### src/rtl/ifu_fetch.sv
// Instruction fetch unit: PC generation, single-outstanding instruction-bus reads,
// and a small buffer of returned words presented one per cycle to IF/ID.
module ifu_fetch #(
  parameter logic [31:0] RESET_PC   = 32'h0000_0000,
  parameter int          FIFO_DEPTH = 2
) (
  input  logic        clk,
  input  logic        rst,
  input  logic        jump_flag_i,
  input  logic [31:0] jump_addr_i,
  input  logic [2:0]  hold_flag_i,
  output logic        ibus_req_o,
  output logic [31:0] ibus_addr_o,
  input  logic        ibus_gnt_i,
  input  logic        ibus_rvalid_i,
  input  logic [31:0] ibus_rdata_i,
  output logic [31:0] inst_o,
  output logic [31:0] inst_addr_o,
  output logic        inst_valid_o
);
  localparam logic [31:0] INST_NOP = 32'h0000_0001;
  localparam int PW = $clog2(FIFO_DEPTH);
  localparam int CW = PW + 1;

  typedef enum logic [1:0] {S_IDLE, S_REQ, S_WAIT, S_FLUSH} state_t;

  state_t        r_state, w_state_nxt;
  logic [31:0]   r_pc, r_req_pc;
  logic [31:0]   r_fifo_addr [FIFO_DEPTH];
  logic [31:0]   r_fifo_data [FIFO_DEPTH];
  logic [PW-1:0] r_rd_ptr, r_wr_ptr;
  logic [CW-1:0] r_cnt, w_cnt_after;
  logic          w_head_vld, w_pop, w_push, w_rsp, w_bus_free, w_issue, w_req, w_gnt;
  logic [31:0]   w_jump_pc;
  logic          w_unused_jmp_lsb;

  assign w_jump_pc        = {jump_addr_i[31:2], 2'b00};
  assign w_unused_jmp_lsb = ^jump_addr_i[1:0];
  assign w_head_vld       = (r_cnt != '0);
  assign w_pop            = w_head_vld && (hold_flag_i < 3'd2);
  assign w_rsp            = ((r_state == S_WAIT) || (r_state == S_FLUSH)) && ibus_rvalid_i;
  assign w_push           = (r_state == S_WAIT) && ibus_rvalid_i && !jump_flag_i;
  assign w_cnt_after      = r_cnt + CW'(w_push) - CW'(w_pop);
  // Bus is free when idle or when the outstanding read retires this cycle, so a
  // new request can overlap the response; the slot check counts that push.
  assign w_bus_free       = (r_state == S_IDLE) || w_rsp;
  assign w_issue          = w_bus_free && !jump_flag_i && (hold_flag_i == 3'd0) &&
                            (w_cnt_after < CW'(FIFO_DEPTH));
  assign w_gnt            = w_req && ibus_gnt_i;

  always_ff @(posedge clk or negedge rst) begin
    if (!rst) r_state <= S_IDLE;
    else      r_state <= w_state_nxt;
  end

  always_comb begin
    w_state_nxt = r_state;
    if (w_bus_free) begin
      if (w_issue) w_state_nxt = ibus_gnt_i ? S_WAIT : S_REQ;
      else         w_state_nxt = S_IDLE;
    end else begin
      case (r_state)
        S_REQ:   if (ibus_gnt_i) w_state_nxt = jump_flag_i ? S_FLUSH : S_WAIT;
        S_WAIT:  if (jump_flag_i) w_state_nxt = S_FLUSH;
        default: ;
      endcase
    end
  end

  always_comb begin
    w_req      = (r_state == S_REQ) || w_issue;
    ibus_req_o = rst && w_req;
  end

  always_ff @(posedge clk or negedge rst) begin
    if (!rst) begin
      r_pc     <= RESET_PC;
      r_req_pc <= RESET_PC;
      r_rd_ptr <= '0;
      r_wr_ptr <= '0;
      r_cnt    <= '0;
    end else begin
      if (jump_flag_i) r_pc <= w_jump_pc;
      else if (w_gnt)  r_pc <= r_pc + 32'd4;
      if (w_gnt) r_req_pc <= r_pc;
      if (jump_flag_i) begin
        r_rd_ptr <= '0;
        r_wr_ptr <= '0;
        r_cnt    <= '0;
      end else begin
        if (w_push) r_wr_ptr <= r_wr_ptr + 1'b1;
        if (w_pop)  r_rd_ptr <= r_rd_ptr + 1'b1;
        r_cnt <= w_cnt_after;
      end
    end
  end

  always_ff @(posedge clk) begin
    if (w_push) begin
      r_fifo_addr[r_wr_ptr] <= r_req_pc;
      r_fifo_data[r_wr_ptr] <= ibus_rdata_i;
    end
  end

  assign ibus_addr_o  = r_pc;
  assign inst_valid_o = w_head_vld;
  assign inst_o       = w_head_vld ? r_fifo_data[r_rd_ptr] : INST_NOP;
  assign inst_addr_o  = w_head_vld ? r_fifo_addr[r_rd_ptr] : (rst ? r_pc : 32'h0);
endmodule
### config.mk
export PLATFORM = sky130hd
export DESIGN_NAME = ifu_fetch
export DESIGN_NICKNAME = d
export VERILOG_FILES = /design/src/rtl/ifu_fetch.sv
export SDC_FILE = /design/constraint.sdc
export NUM_CORES = 1
export LEC_CHECK = 0
export BUFFER_PORTS_ARGS = -buffer_cell sky130_fd_sc_hd__buf_2
export CORE_MARGIN = 3
export CORE_UTILIZATION = 55
export CTS_BUF_LIST = sky130_fd_sc_hd__clkbuf_16
export DETAILED_ROUTE_END_ITERATION = 6
export PLACE_DENSITY = 0.8
export REMOVE_ABC_BUFFERS = 1
export SYNTH_ARGS = -nofsm -noshare
export SYNTH_HDL_FRONTEND = slang
export SYNTH_SLANG_ARGS = --single-unit
### constraint.sdc
create_clock -name clk -period 4.95 [get_ports clk]
set_clock_uncertainty 0.2 [all_clocks]
set_input_delay 0.495 -clock clk [delete_from_list [all_inputs] [get_ports clk]]
set_output_delay 0.495 -clock clk [all_outputs]
set_load 0.03 [all_outputs]
==> results of run 1 <==
[cell usage after synthesis (2+ instances only)]
library cell  instances  area share [%]
edfxtp_1            124              45
dfrtp_1              66              20
mux2i_1              63             7.7
o21ai_0              50             3.0
nor2_1               42             1.9
nand3_1              40             2.4
nand2_1              37             1.7
mux2_2               34             4.7
xnor2_1              23             2.4
clkbuf_1             19            0.87
buf_2                10            0.61
nor3_1                8            0.49
o21ai_1               8            0.49
inv_1                 7            0.32
nand4_1               6            0.46
nor4_2                6            0.91
buf_1                 5            0.23
and2_1                4            0.30
buf_4                 4            0.36
nor4_1                4            0.30
xor2_1                4            0.43
ha_1                  3            0.46
nor2b_1               3            0.23
nor3b_1               3            0.27
nor4_4                3            0.78
or3_1                 3            0.23
and3_1                2            0.15
and4_1                2            0.21
and4_4                2            0.27
buf_6                 2            0.27
nor4b_2               2            0.36
[routing by layer]
layer / global-route usage (%) / vias up / wire [um] / part of all wire (%)
met3: 5.27 / 24 / 1310 / 7.6
met2: 35.2 / 202 / 8350 / 49
met1: 28.4 / 2659 / 7150 / 42
li1: - / 2517 / - / -
met4: 7.49 / 0 / 304 / 1.8
met5: 0 / - / 0 / 0
[registers in the layout, summed over array words and instances, names as in the netlist]
signal	cells
r_fifo_data	64
r_fifo_addr	60
ibus_addr_o	30
r_req_pc	30
r_cnt	2
r_state	2
r_rd_ptr	1
r_wr_ptr	1
[what timing repair did]
item	4_1_cts	5_1_grt
endpoints found under the setup margin	0	0
endpoints found under the hold margin	38	0
hold buffers	1	0
[power by group through the flow]
stage | clock, mW | sequential (mW) | combinational, mW
2_1_floorplan | 0 | 2.18 | 0.662
3_3_place_gp | 0 | 2.16 | 0.986
3_5_place_dp | 0 | 2.18 | 1.02
4_1_cts | 1.29 | 2.15 | 1.02
5_1_grt | 1.36 | 2.18 | 1.09
6_report | 1.26 | 2.15 | 1.01
[final timing paths]
kind                                    startpoint                           end  slack, ns
setup / recovery            r_state[0]$_DFFE_PN0P_                    ibus_req_o       1.30
hold / removal                    ibus_rdata_i[27]  r_fifo_data[0][27]$_DFFE_PP_       0.06
setup reg to reg            r_state[0]$_DFFE_PN0P_       r_req_pc[7]$_DFFE_PN0P_       1.57
hold reg to reg            r_req_pc[8]$_DFFE_PN0P_   r_fifo_addr[1][8]$_DFFE_PP_       0.27
max in group asynchronous                      rst    ibus_addr_o[6]$_DFFE_PN0P_       3.34
min in group asynchronous                      rst       r_req_pc[2]$_DFFE_PN0P_       0.44
[through the flow]
step	std cells	area [um^2]
2_1_floorplan	567	8050
4_1_cts	954	9750
3_5_place_dp	921	9190
5_1_grt	954	9750
6_report	954	9750
3_3_place_gp	921	9190
[cell type report]
cell class | count | area, um^2 | share of cell area [%]
Sequential cell | 190 | 5380 | 55.2
Clock buffer | 17 | 425 | 4.36
Inverter | 8 | 30.0 | 0.308
Timing Repair Buffer | 171 | 881 | 9.03
Multi-Input combinational cell | 369 | 2680 | 27.5
Tap cell | 184 | 230 | 2.36
Clock inverter | 15 | 123 | 1.26
[cell families after synthesis]
kind of cell / count (synthesis) / share of synthesized area (%)
flip-flops: 190 / 65.3
AND/OR/NAND/NOR: 172 / 11.9
multiplexers: 97 / 12.3
AO/OA/AOI/OAI: 65 / 4.18
buffers and inverters: 48 / 2.71
XOR/XNOR: 28 / 3.15
adder cells (fa/ha/maj): 3 / 0.456
other: 1 / 0.0456
==> reports/qor.txt, run 1 <==
RSZ-0062 raised after global routing -> false
CTS Sinks -> 190
hold slack -> 0.0572 ns
clk buf depth -> 2
Startpoint Class -> flop
H-Tree Depth -> 4
clock latency on the worst-skew pair -> 0.43 ns
ys async rst share -> 34.7%
CP Data Arrival Time -> 2.96 ns
Worst VDD drop -> 0.000491 V
CP Depth -> 10
Area growth syn-to-layout -> 18.5%
Final nets -> 832
Int Pwr -> 3.03 mW
Diodes inserted -> 0
slowest stage delay, CP -> 0.42 ns
Static Leak -> 3.78 nW
delay-heaviest family, CP -> buffers and inverters
drt first-iter violations -> 342
FP Rows -> 44
die area -> 16,500 um^2
DR DRC count -> 0
root buffer cell -> clkbuf_16
pin count of the biggest net entering global routing -> 93
max cap viols -> 0
fin crit share -> 73.8%
drt via density -> 5.66
final core occ -> 66.8%
Net Sw Frac -> 31.6%
dpl ws -> 1.36 ns
register area share after synthesis -> 65.3%
Clock Pin Slew Worst Setup and Hold Paths -> 0.07 ns
# port buffers -> 163
min cycle time layout -> 3.65 ns
Power Density -> 454 nW/um^2
vias in the first global route -> 5,307
Worst slew margin -> 23.3%
Core Box Area -> 14,600 um^2
setup_tns -> 0 ns
DP Wirelength -> 10,800 um
Flop pwr share -> 48.6%
commonest non-fill, non-tap cells in the layout -> buf_2, edfxtp_1, dfrtp_1, mux2i_1, o21ai_0
CTS resizes -> 0
TritonCTS clock tree -> yes
first-pass GRT wire length -> 27,200 um
slew at the pin closest to its max-slew limit -> 1.15 ns
gr ovfl total -> 0
CTS buffer count -> 17
First-pass DRT Iterations -> 5
Worst EP required -> 4.26 ns
R2R cell count -> 9
setup ws final -> 1.30 ns
Yosys reg bits -> 190
worst-path maximum fanout -> 28
Ys Warns -> 0
fillers -> 1,057
max-slew violations -> 0
Initial Util -> 56.4%
outcome -> finished clean
RePlAce Congestion -> 0.817
CP Class -> flop to primary output
most common cell after layout, fill and taps aside -> buf_2
combinational fraction of design power -> 22.8%
final setup violating endpoints -> 0
Buffers & Inverters on Critical Path -> 3
WL final -> 17,100 um
Post-DRT Antenna Nets -> 0
Total GRT Usage -> 21.5%
crit end category -> primary output
Mapped Cells -> 604
share of power burned in the clock network -> 28.6%
Worst path slowest cell -> buf_4
Ports -> 170
critical-path cell list -> nor2_1 > nand3_1 > ha_1 > inv_1 > ha_1 > xnor3_1 > a21oi_4 > buf_4 > nor2_1 > buf_2
Die Width -> 128 um
initial antenna violation count -> 0
Post-CTS Setup Repair Bufs -> 0
Final Power -> 4.42 mW
via count -> 5,402
library cells used by synthesis -> 46
Final Hold Fails -> 0
synthesized area -> 8230 um^2
hold depth -> 1
f_max -> 274 MHz
number of flops mapped to enable cells by yosys -> 124
Die Y -> 128 um
share of layout cells above drive strength 1 -> 33.1%
Hold Path Class -> input pin to flop
predominant post-synthesis flop cell -> edfxtp_1
Avg Inst Size Synth -> 13.6 um^2
WL/cell -> 17.9 um
switching power -> 1.40 mW
No activity file was read; power rests on OpenSTA's default activity.
==> run 2: changes to the inputs <==
==> constraint.sdc (replaced) <==
create_clock -name clk -period 3.5 [get_ports clk]
set_clock_uncertainty 0.2 [all_clocks]
set_input_delay 0.35 -clock clk [delete_from_list [all_inputs] [get_ports clk]]
set_output_delay 0.35 -clock clk [all_outputs]
set_load 0.03 [all_outputs]
==> run 2 against run 1 <==
Compared with the run above:
- combinational power grew 51%
- design area grew 7.9%
- global-route usage grew 1.2 points
- critical path depth is the same
- non-clock buffer count grew 67
- largest power group unchanged
- utilization grew 5.3 points
- wire length grew 8.1%
- setup slack lost 1.1 ns
- sequential share of layout area shrank 4.1 points
- clock power grew 56%
- count of clock-buffer cells in the layout is the same
- first-iteration DRC count grew 5.6%
==> reports/qor.txt, run 2 (same netlist as run 1, synthesis figures left out) <==
outcome -> finished clean (unchanged)
Ports -> 170 (unchanged)
DR DRC count -> 0 (unchanged)
most flop-heavy register -> r_fifo_data (unchanged)
Static Leak -> 4.10 nW (was 3.78 nW)
most common cell after layout, fill and taps aside -> buf_2 (unchanged)
Startpoint Class -> flop (unchanged)
Core Box Area -> 14,600 um^2 (unchanged)
initial antenna violation count -> 0 (unchanged)
CP Data Arrival Time -> 2.74 ns (was 2.96 ns)
drt via density -> 5.52 (was 5.66)
Initial Util -> 56.4% (unchanged)
Die Width -> 128 um (unchanged)
slew at the pin closest to its max-slew limit -> 0.904 ns (was 1.15 ns)
RePlAce Congestion -> 0.774 (was 0.817)
Worst VDD drop -> 0.000470 V (was 0.000491 V)
clock latency on the worst-skew pair -> 0.42 ns (was 0.43 ns)
Final nets -> 899 (was 832)
vias in the first global route -> 5,776 (was 5,307)
CP Class -> flop to primary output (unchanged)
hold depth -> 3 (was 1)
Diodes inserted -> 0 (unchanged)
WL/cell -> 18.1 um (was 17.9 um)
gr ovfl total -> 0 (unchanged)
first-pass GRT wire length -> 29,200 um (was 27,200 um)
CTS resizes -> 0 (unchanged)
f_max -> 304 MHz
Post-DRT Antenna Nets -> 0 (unchanged)
fin crit share -> 94.1%
Hold Path Class -> input pin to flop (unchanged)
Power Density -> 621 nW/um^2 (was 454 nW/um^2)
min cycle time layout -> 3.29 ns
dpl ws -> 0.391 ns (was 1.36 ns)
R2R cell count -> 11 (was 9)
Worst EP required -> 2.95 ns (was 4.26 ns)
DP Cell Count -> 926 (was 921)
Post-CTS Setup Repair Bufs -> 0 (unchanged)
Final Hold Fails -> 0 (unchanged)
root buffer cell -> clkbuf_16 (unchanged)
die area -> 16,500 um^2 (unchanged)
Int Pwr -> 4.55 mW (was 3.03 mW)
final setup violating endpoints -> 0 (unchanged)
crit end category -> primary output (unchanged)
pin count of the biggest net entering global routing -> 93 (unchanged)
Area growth syn-to-layout -> 27.9% (was 18.5%)
fillers -> 956 (was 1,057)
Flop pwr share -> 46.5% (was 48.6%)
share of power burned in the clock network -> 30.0% (was 28.6%)
via count -> 5,633 (was 5,402)
CTS Sinks -> 190 (unchanged)
share of layout cells above drive strength 1 -> 31.1% (was 33.1%)
# port buffers -> 163 (unchanged)
setup ws final -> 0.205 ns (was 1.30 ns)
DP Wirelength -> 11,500 um (was 10,800 um)
FP Rows -> 44 (unchanged)
Net Sw Frac -> 30.3% (was 31.6%)
H-Tree Depth -> 4 (unchanged)
setup_tns -> 0 ns (unchanged)
Total GRT Usage -> 22.7% (was 21.5%)
switching power -> 1.98 mW (was 1.40 mW)
Final Power -> 6.53 mW (was 4.42 mW)
Die Y -> 128 um (unchanged)
combinational fraction of design power -> 23.5% (was 22.8%)
WL final -> 18,500 um (was 17,100 um)
CTS buffer count -> 17 (unchanged)
max-slew violations -> 0 (unchanged)
clk buf depth -> 2 (unchanged)
commonest non-fill, non-tap cells in the layout -> buf_2, edfxtp_1, dfrtp_1, mux2i_1, dlygate4sd3_1 (was buf_2, edfxtp_1, dfrtp_1, mux2i_1, o21ai_0)
largest registers -> r_fifo_data (64), r_fifo_addr (60) (unchanged)
First-pass DRT Iterations -> 5 (unchanged)
RSZ-0062 raised after global routing -> false (unchanged)
max cap viols -> 0 (unchanged)
Clock Pin Slew Worst Setup and Hold Paths -> 0.06 ns (was 0.07 ns)
Worst slew margin -> 39.7% (was 23.3%)
TritonCTS clock tree -> yes (unchanged)
max FFs per register -> 64 (unchanged)
final instance count without filler cells -> 1,020 (was 954)
drt first-iter violations -> 361 (was 342)
CTS Hold Buffers Added -> 63 (was 1)
worst-path maximum fanout -> 29 (was 28)
## run 2: worst paths after layout
kind | from | endpoint | slack (ns)
setup reg to reg | r_state[0]$_DFFE_PN0P_ | ibus_addr_o[25]$_DFFE_PN0P_ | 0.40
setup / recovery | r_state[0]$_DFFE_PN0P_ | ibus_req_o | 0.21
min in group asynchronous | rst | r_req_pc[3]$_DFFE_PN0P_ | 0.21
hold reg to reg | r_req_pc[7]$_DFFE_PN0P_ | r_fifo_addr[0][7]$_DFFE_PP_ | 0.27
hold / removal | ibus_rvalid_i | r_state[0]$_DFFE_PN0P_ | 0.05
max in group asynchronous | rst | ibus_addr_o[14]$_DFFE_PN0P_ | 2.20
## run 2: power groups by stage
stage / sequential [mW] / combinational (mW) / clock [mW]
after floorplan: 3.08 / 0.937 / 0
after global placement: 3.04 / 1.44 / 0
final: 3.04 / 1.53 / 1.96
after detailed placement: 3.08 / 1.48 / 0
after global routing: 3.07 / 1.65 / 2.09
after CTS: 3.03 / 1.54 / 2.00
## run 2: area by class of cell
class                           count  area, um^2  share of cell area (%)
Tap cell                          184         230                    2.19
Inverter                            8        30.0                   0.285
Timing Repair Buffer              238        1600                    15.2
Sequential cell                   190        5380                    51.1
Multi-Input combinational cell    369        2680                    25.5
Clock buffer                       17         425                    4.04
Clock inverter                     14         176                    1.68
## run 2: critical path, cell delays in order (launching register included)
cell and delay (ns):
dfrtp_1 0.41, nor2_1 0.15, nand3_1 0.24, ha_1 0.36, inv_1 0.07, ha_1 0.15
xnor3_1 0.29, a21oi_4 0.17, buf_12 0.23, nor2_1 0.07, buf_2 0.18
## run 2: routing by layer
| metal | up-vias | wire (um) | track usage [%] |
|---|---|---|---|
| li1 | 2637 | - | - |
| met1 | 2770 | 8080 | 30.2 |
| met2 | 196 | 9060 | 37.7 |
| met3 | 30 | 1030 | 5.19 |
| met4 | 0 | 303 | 6.68 |
| met5 | - | 0 | 0 |
## run 2: metrics by stage
step / hold slack, ns / instance area (um^2) / util (%)
floorplan: -0.146 / 8050 / -
global placement: 0.102 / 9290 / 63.7
detailed placement: 0.117 / 9290 / 63.7
CTS: 0.0314 / 10500 / 72.1
global route: 0.0558 / 10500 / 72.1
finish: 0.0491 / 10500 / 72.1
